## src/rtl/inst_fifo.sv

```systemverilog
// Dual-port instruction buffer between fetch and dual-issue decode.
// Up to two {pc, inst} pushes and two pops per cycle, with show-ahead read ports.
module inst_fifo #(
  parameter int DEPTH = 16,
  parameter int AW    = $clog2(DEPTH)
) (
  input  logic        clk,
  input  logic        resetn,
  input  logic        fifo_rst,
  input  logic        write_en1,
  input  logic        write_en2,
  input  logic [31:0] write_inst1,
  input  logic [31:0] write_inst2,
  input  logic [31:0] write_pc1,
  input  logic [31:0] write_pc2,
  input  logic        read_en1,
  input  logic        read_en2,
  output logic [31:0] read_inst1,
  output logic [31:0] read_pc1,
  output logic [31:0] read_inst2,
  output logic [31:0] read_pc2,
  output logic        empty,
  output logic        almost_empty,
  output logic        full
);

  logic [63:0]   mem [DEPTH];
  logic [AW-1:0] wp;
  logic [AW-1:0] rp;
  logic [AW:0]   count;

  logic [AW-1:0] wp_p1;
  logic [AW-1:0] rp_p1;
  logic [AW:0]   nw;
  logic [AW:0]   nr;
  logic [AW:0]   nr_req;
  logic [63:0]   head1;
  logic [63:0]   head2;

  assign wp_p1 = wp + AW'(1);
  assign rp_p1 = rp + AW'(1);

  assign empty        = (count == '0);
  assign almost_empty = (count == (AW+1)'(1));
  assign full         = (count > (AW+1)'(DEPTH - 2));

  // NOTE: every always_comb output gets a default first so no latch is inferred.
  always_comb begin
    nw = '0;
    if (!full && write_en1)
      nw = write_en2 ? (AW+1)'(2) : (AW+1)'(1);

    nr_req = '0;
    if (read_en1)
      nr_req = read_en2 ? (AW+1)'(2) : (AW+1)'(1);
    nr = (nr_req > count) ? count : nr_req;
  end

  // NOTE: storage has no reset; validity is tracked by count, and the read mask hides stale words.
  always_ff @(posedge clk) begin
    if (!fifo_rst && nw != '0) begin
      mem[wp] <= {write_pc1, write_inst1};
      if (nw == (AW+1)'(2))
        mem[wp_p1] <= {write_pc2, write_inst2};
    end
  end

  // NOTE: sequential state uses non-blocking assignments only.
  always_ff @(posedge clk or negedge resetn) begin
    if (!resetn) begin
      wp    <= '0;
      rp    <= '0;
      count <= '0;
    end else if (fifo_rst) begin
      wp    <= '0;
      rp    <= '0;
      count <= '0;
    end else begin
      wp    <= wp + nw[AW-1:0];
      rp    <= rp + nr[AW-1:0];
      count <= count + nw - nr;
    end
  end

  // Slots beyond the current occupancy read as zero so decode never sees stale data.
  always_comb begin
    head1 = '0;
    head2 = '0;
    if (count != '0)
      head1 = mem[rp];
    if (count > (AW+1)'(1))
      head2 = mem[rp_p1];
  end

  assign {read_pc1, read_inst1} = head1;
  assign {read_pc2, read_inst2} = head2;

endmodule

```

## config.mk

```make
export PLATFORM = sky130hd
export DESIGN_NAME = inst_fifo
export DESIGN_NICKNAME = d
export VERILOG_FILES = /design/src/rtl/inst_fifo.sv
export SDC_FILE = /design/constraint.sdc
export NUM_CORES = 2
export LEC_CHECK = 0
export CORE_AREA = 3 3 371 556
export DETAILED_ROUTE_END_ITERATION = 12
export DIE_AREA = 0 0 374 559
export HOLD_SLACK_MARGIN = 0.1
export MAX_ROUTING_LAYER = met4
export PLACE_DENSITY_LB_ADDON = 0.15
export SLEW_MARGIN = 10
export SYNTH_ARGS = -nofsm -noshare
export SYNTH_HDL_FRONTEND = slang
export SYNTH_SLANG_ARGS = --single-unit
```

## constraint.sdc

```tcl
create_clock -name clk -period 7.5 [get_ports clk]
set_clock_uncertainty 0.15 [all_clocks]
set_input_delay 0.75 -clock clk [delete_from_list [all_inputs] [get_ports clk]]
set_output_delay 0.75 -clock clk [all_outputs]
set_load 0.005 [all_outputs]
```

* Word level (Yosys, flattened, before mapping)
Memory sizes are Yosys's and may differ from the RTL's.
Index checks and enable logic that the tools add are counted.
** Operators by class
- $add $sub $neg :: 6
- $lt $le $gt $ge :: 3
- Equality and inequality tests :: 2
- Muxes and demuxes :: 15
- Reduce and logical (&&, ||, !) cells :: 7
** Operators by type and width (number)
- 2-to-1 mux 64 bit :: 2
- 2-to-1 mux 5 bit :: 2
- nonzero test 5 bit :: 2
- adder 4 x 1 -> 4 bit, second input constant :: 2
- 2-to-1 mux 2 bit :: 4
- 2-to-1 mux 4 bit :: 2
- adder 5 x 2 -> 5 bit :: 1
- equality test 5 x 1 -> 1 bit, second input constant :: 1
- equality test 5 x 2 -> 1 bit, second input constant :: 1
- greater-than comparator 5 x 1 -> 1 bit, second input constant :: 1
- greater-than comparator 5 x 4 -> 1 bit, second input constant :: 1
- greater-than comparator 5 bit :: 1
- zero test 5 bit :: 1
- 2-to-1 mux 1 bit :: 5
- subtractor 5 bit :: 1
- adder 4 x 2 -> 4 bit :: 1
- adder 4 bit :: 1
- logical AND 1 bit :: 2
- zero test 1 bit :: 2
** Word-level totals
- Register bits :: 13
- Memory bits (writable) :: 1024
- Input port bits :: 135
- Output and inout port bits :: 131
- Logic and storage cells :: 37
- Memories kept :: 1
** Memories
- mem :: words 16, width 64, rd ports 2, clocked after memory_dff 0, write ports 2, RTL line 27 : logic [63:0] mem [DEPTH];

* Logic depth before layout (Yosys ltp)
- Depth in word-level cells :: 8
- Gate-level depth with buffers :: 15
- Mapped depth without buffers :: 15

* Least setup slack after synthesis
OpenSTA, ideal clock, no wires.
- Kind :: flip-flop to flip-flop
- From :: reg count[0]
- To :: mem mem[12][0], enable pin
- Setup time :: 574 ps
- Arrival :: 5662 ps
- Data required time :: 6776 ps
- Slack :: 1114 ps
- Stages on the path, launching flop included :: 6
- Buffers on the path :: 0
- Clock period less this slack :: 6386 ps
- Cells stage by stage :: dfrtp_1 -> a41oi_4 -> nand2_4 -> nor2_1 -> nand2_1 -> o21ai_0
** RTL lines
- from (decl) :: RTL line 30 : logic [AW:0] count;
- from (signal assigned) :: RTL line 81 : count <= count + nw - nr;
- to (decl) :: RTL line 27

* Worst setup path after layout
- From :: reg rp[0]
- To :: out read_pc1[30]
** Between the ends
- Longest elaborated chain between the ends :: 2
** Ends and longest elaborated chain
- from (decl) :: RTL line 29 : logic [AW-1:0] rp;
- from (signal assigned) :: RTL line 80 : rp <= rp + nr[AW-1:0];
- memory read (16 x 64 bit)
- 2-to-1 mux 64 bit :: RTL line 89 : if (count != '0)
- to (decl) :: RTL line 19 : output logic [31:0] read_pc1,
Every way passes these cells.

==> flow_metrics.tcl <==
set metrics [dict create \
    layoutNonFillerInstCount 6331 \
    htreeDepth 3 \
    clkSinkCount 1037 \
    reg2reg_depth 7 \
    cp.required_ns 6.60 \
    post_drt_wl_per_cell_um 34.5 \
    ir_drop_mv 0.482 \
    synth_top_flop_cell "edfxtp_1" \
    criticalPathCategory "flip-flop to output pin" \
    synth.net_count 3679 \
    path_delay_family "buffers and inverters" \
    dp_hpwl_mm 120 \
    synth_cell_types 50 \
    fin_ws_ns 1.35 \
    clk_latency_ns 0.74 \
    max_stage_delay_ns 0.90 \
    drc 0 \
    grt_use_met3 0.0329 \
    final_hold_viol_count 0 \
    synth_area_leaders "edfxtp_1 51%, mux4_2 19%, mux2_2 17%" \
    grt_overflow 0 \
    path_clk_slew_ns 0.06 \
    synthCells 3527 \
    status "completed" \
    grt_max_degree 137 \
    post-cts-setup-buffers 0 \
    rows 202 \
    cp-start-kind "flip-flop" \
    final_cell_mix "1024 x edfxtp_1, 936 x mux2_2, 512 x mux4_2" \
    ctsHoldBuffers 0 \
    min_period_ns 6.15 \
    yosysWarnings 0 \
    grt_pass1_wl_mm 307 \
    dp_slack_ns 1.96 \
    vias_per_cell 5.66 \
    placed_cells 6105 \
    syn_area_per_cell_um2 17.1 \
    met2_usage 0.358 \
    max_freq_mhz 163 \
    detail-route-antenna-nets 0 \
    rsz0062_at_grt "no" \
    drtIter0Drc 3227 \
    tightest_slew_ns 1.12 \
    whs_ns 0.267 \
    drv_slew 0 \
    fp.dieH_um 559 \
    core_area_mm2 0.202 \
    chipWidth_um 374 \
    netlist.area_leader.share 0.509 \
    finalSetupViolCount 0 \
    cp_max_fo 131 \
    final_util 0.341 \
    fillers 19320 \
    groute.layer.met1.usage 0.266 \
    final_area_mm2 0.0689 \
    critPathCaptureType "output pin" \
    gp_congestion 0.733 \
    ys_seq_elements 1037 \
    vias 35863 \
    leakagePower_nw 21.3 \
    synth_seq_area_share 0.514 \
    drv_cap 0 \
    dieArea_mm2 0.209 \
    clock_path_buffers 3 \
    final_layout_size_suffix_gt1_frac 0.474 \
    cts_resized 0 \
    crit_slowest_cell "buf_4" \
    arrival_ns 5.25 \
    relSlewSlack 0.254 \
    grt_pass1_vias 38396 \
    fin_setup_tns_ns 0 \
    grt.total_usage 0.211 \
    top_usage_layer "met2" \
    final_common_cell "edfxtp_1" \
    fin_crit_sh 0.819 \
    crit_buf_inv 3 \
    power.density_mw_per_mm2 317 \
    dr.pass1.iters 5 \
    netlist_area_mm2 0.0604 \
    cts_made_buffers 113 \
    root_buffer "clkbuf_16" \
    final_net_count 3720 \
    synthArstFlopShare 0.0125 \
    start_util 0.299 \
    dpl_cell_area_mm2 0.0653 \
    port_buffers 265 \
    synth_top_area_cell "edfxtp_1" \
    area.growth.synth_to_final_pct 14.1 \
    hold_class "primary input to asynchronous set/reset pin" \
    cp.depth 5 \
    path_cells "buf_12 -> buf_4 -> mux4_2 -> o32ai_1 -> clkdlybuf4s50_1" \
    antenna_found_initial 28 \
    tritoncts "yes" \
    power_mw 21.9 \
    drt_wl_total_mm 218 \
    synth_edf_count 1024 \
    num_io_pins 266 \
]
## routing by layer
metal	vias up	wire, um
met3	242	11000
met4	0	4980
met2	1049	110000
met5	-	0
met1	19791	91900
li1	14781	-
## cells in the mapped netlist, drive strengths merged, types with 7 or more instances
cell    instances
mux2i         129
nand2          19
mux2         1025
clkbuf        180
o22ai          65
a21oi          73
buf           237
nor2b           7
nor2           23
edfxtp       1024
a22oi         128
dfrtp          13
ha             13
o21ai          17
mux4          512
inv            17
## logic make-up after synthesis
family	after synthesis	share of synthesized area
and+or+nand+nor	69	0.00632
xor gates and xnor gates	8	0.00116
other	1	0.0000621
DFF	1037	0.514
AOI/OAI and AO/OA	295	0.0325
adders and majority gates	17	0.00402
buffers and inverters	434	0.0382
muxes	1666	0.403
## final timing paths
| path | start | endpoint | slack, ns |
|---|---|---|---|
| hold / removal | resetn | count[3] | 0.27 |
| max in group asynchronous | resetn | rp[0] | 6.43 |
| setup reg to reg | count[0] | mem[0][32] | 3.53 |
| min in group clk | wp[3] | wp[3] | 0.53 |
| hold reg to reg | wp[3] | wp[3] | 0.53 |
| setup / recovery | rp[0] | read_pc1[30] | 1.35 |
## flip-flops by register name (all words and copies together) (netlist names)
register	cells
wp	4
rp	4
count	5
mem	1024
## power breakdown
part	total, mW	internal, mW	switching [mW]	leakage, nW
clock	5.64	3.14	2.50	1.76
combinational	9.52	4.58	4.94	10.1
sequential	6.72	6.53	0.194	9.40
total	21.9	14.2	7.64	21.3
## cell type report
class / count / area (um2) / share of cell area
repair buffers: 343 / 3410 / 0.0495
flip-flops and latches: 1037 / 31100 / 0.451
diodes: 22 / 55.1 / 0.000799
inverters: 17 / 63.8 / 0.000926
clock buffers: 138 / 2920 / 0.0424
well taps: 2652 / 3320 / 0.0481
multi-input cells: 2056 / 27400 / 0.397
clock inverters: 66 / 679 / 0.00986
Power figures use the tool's default switching activity.
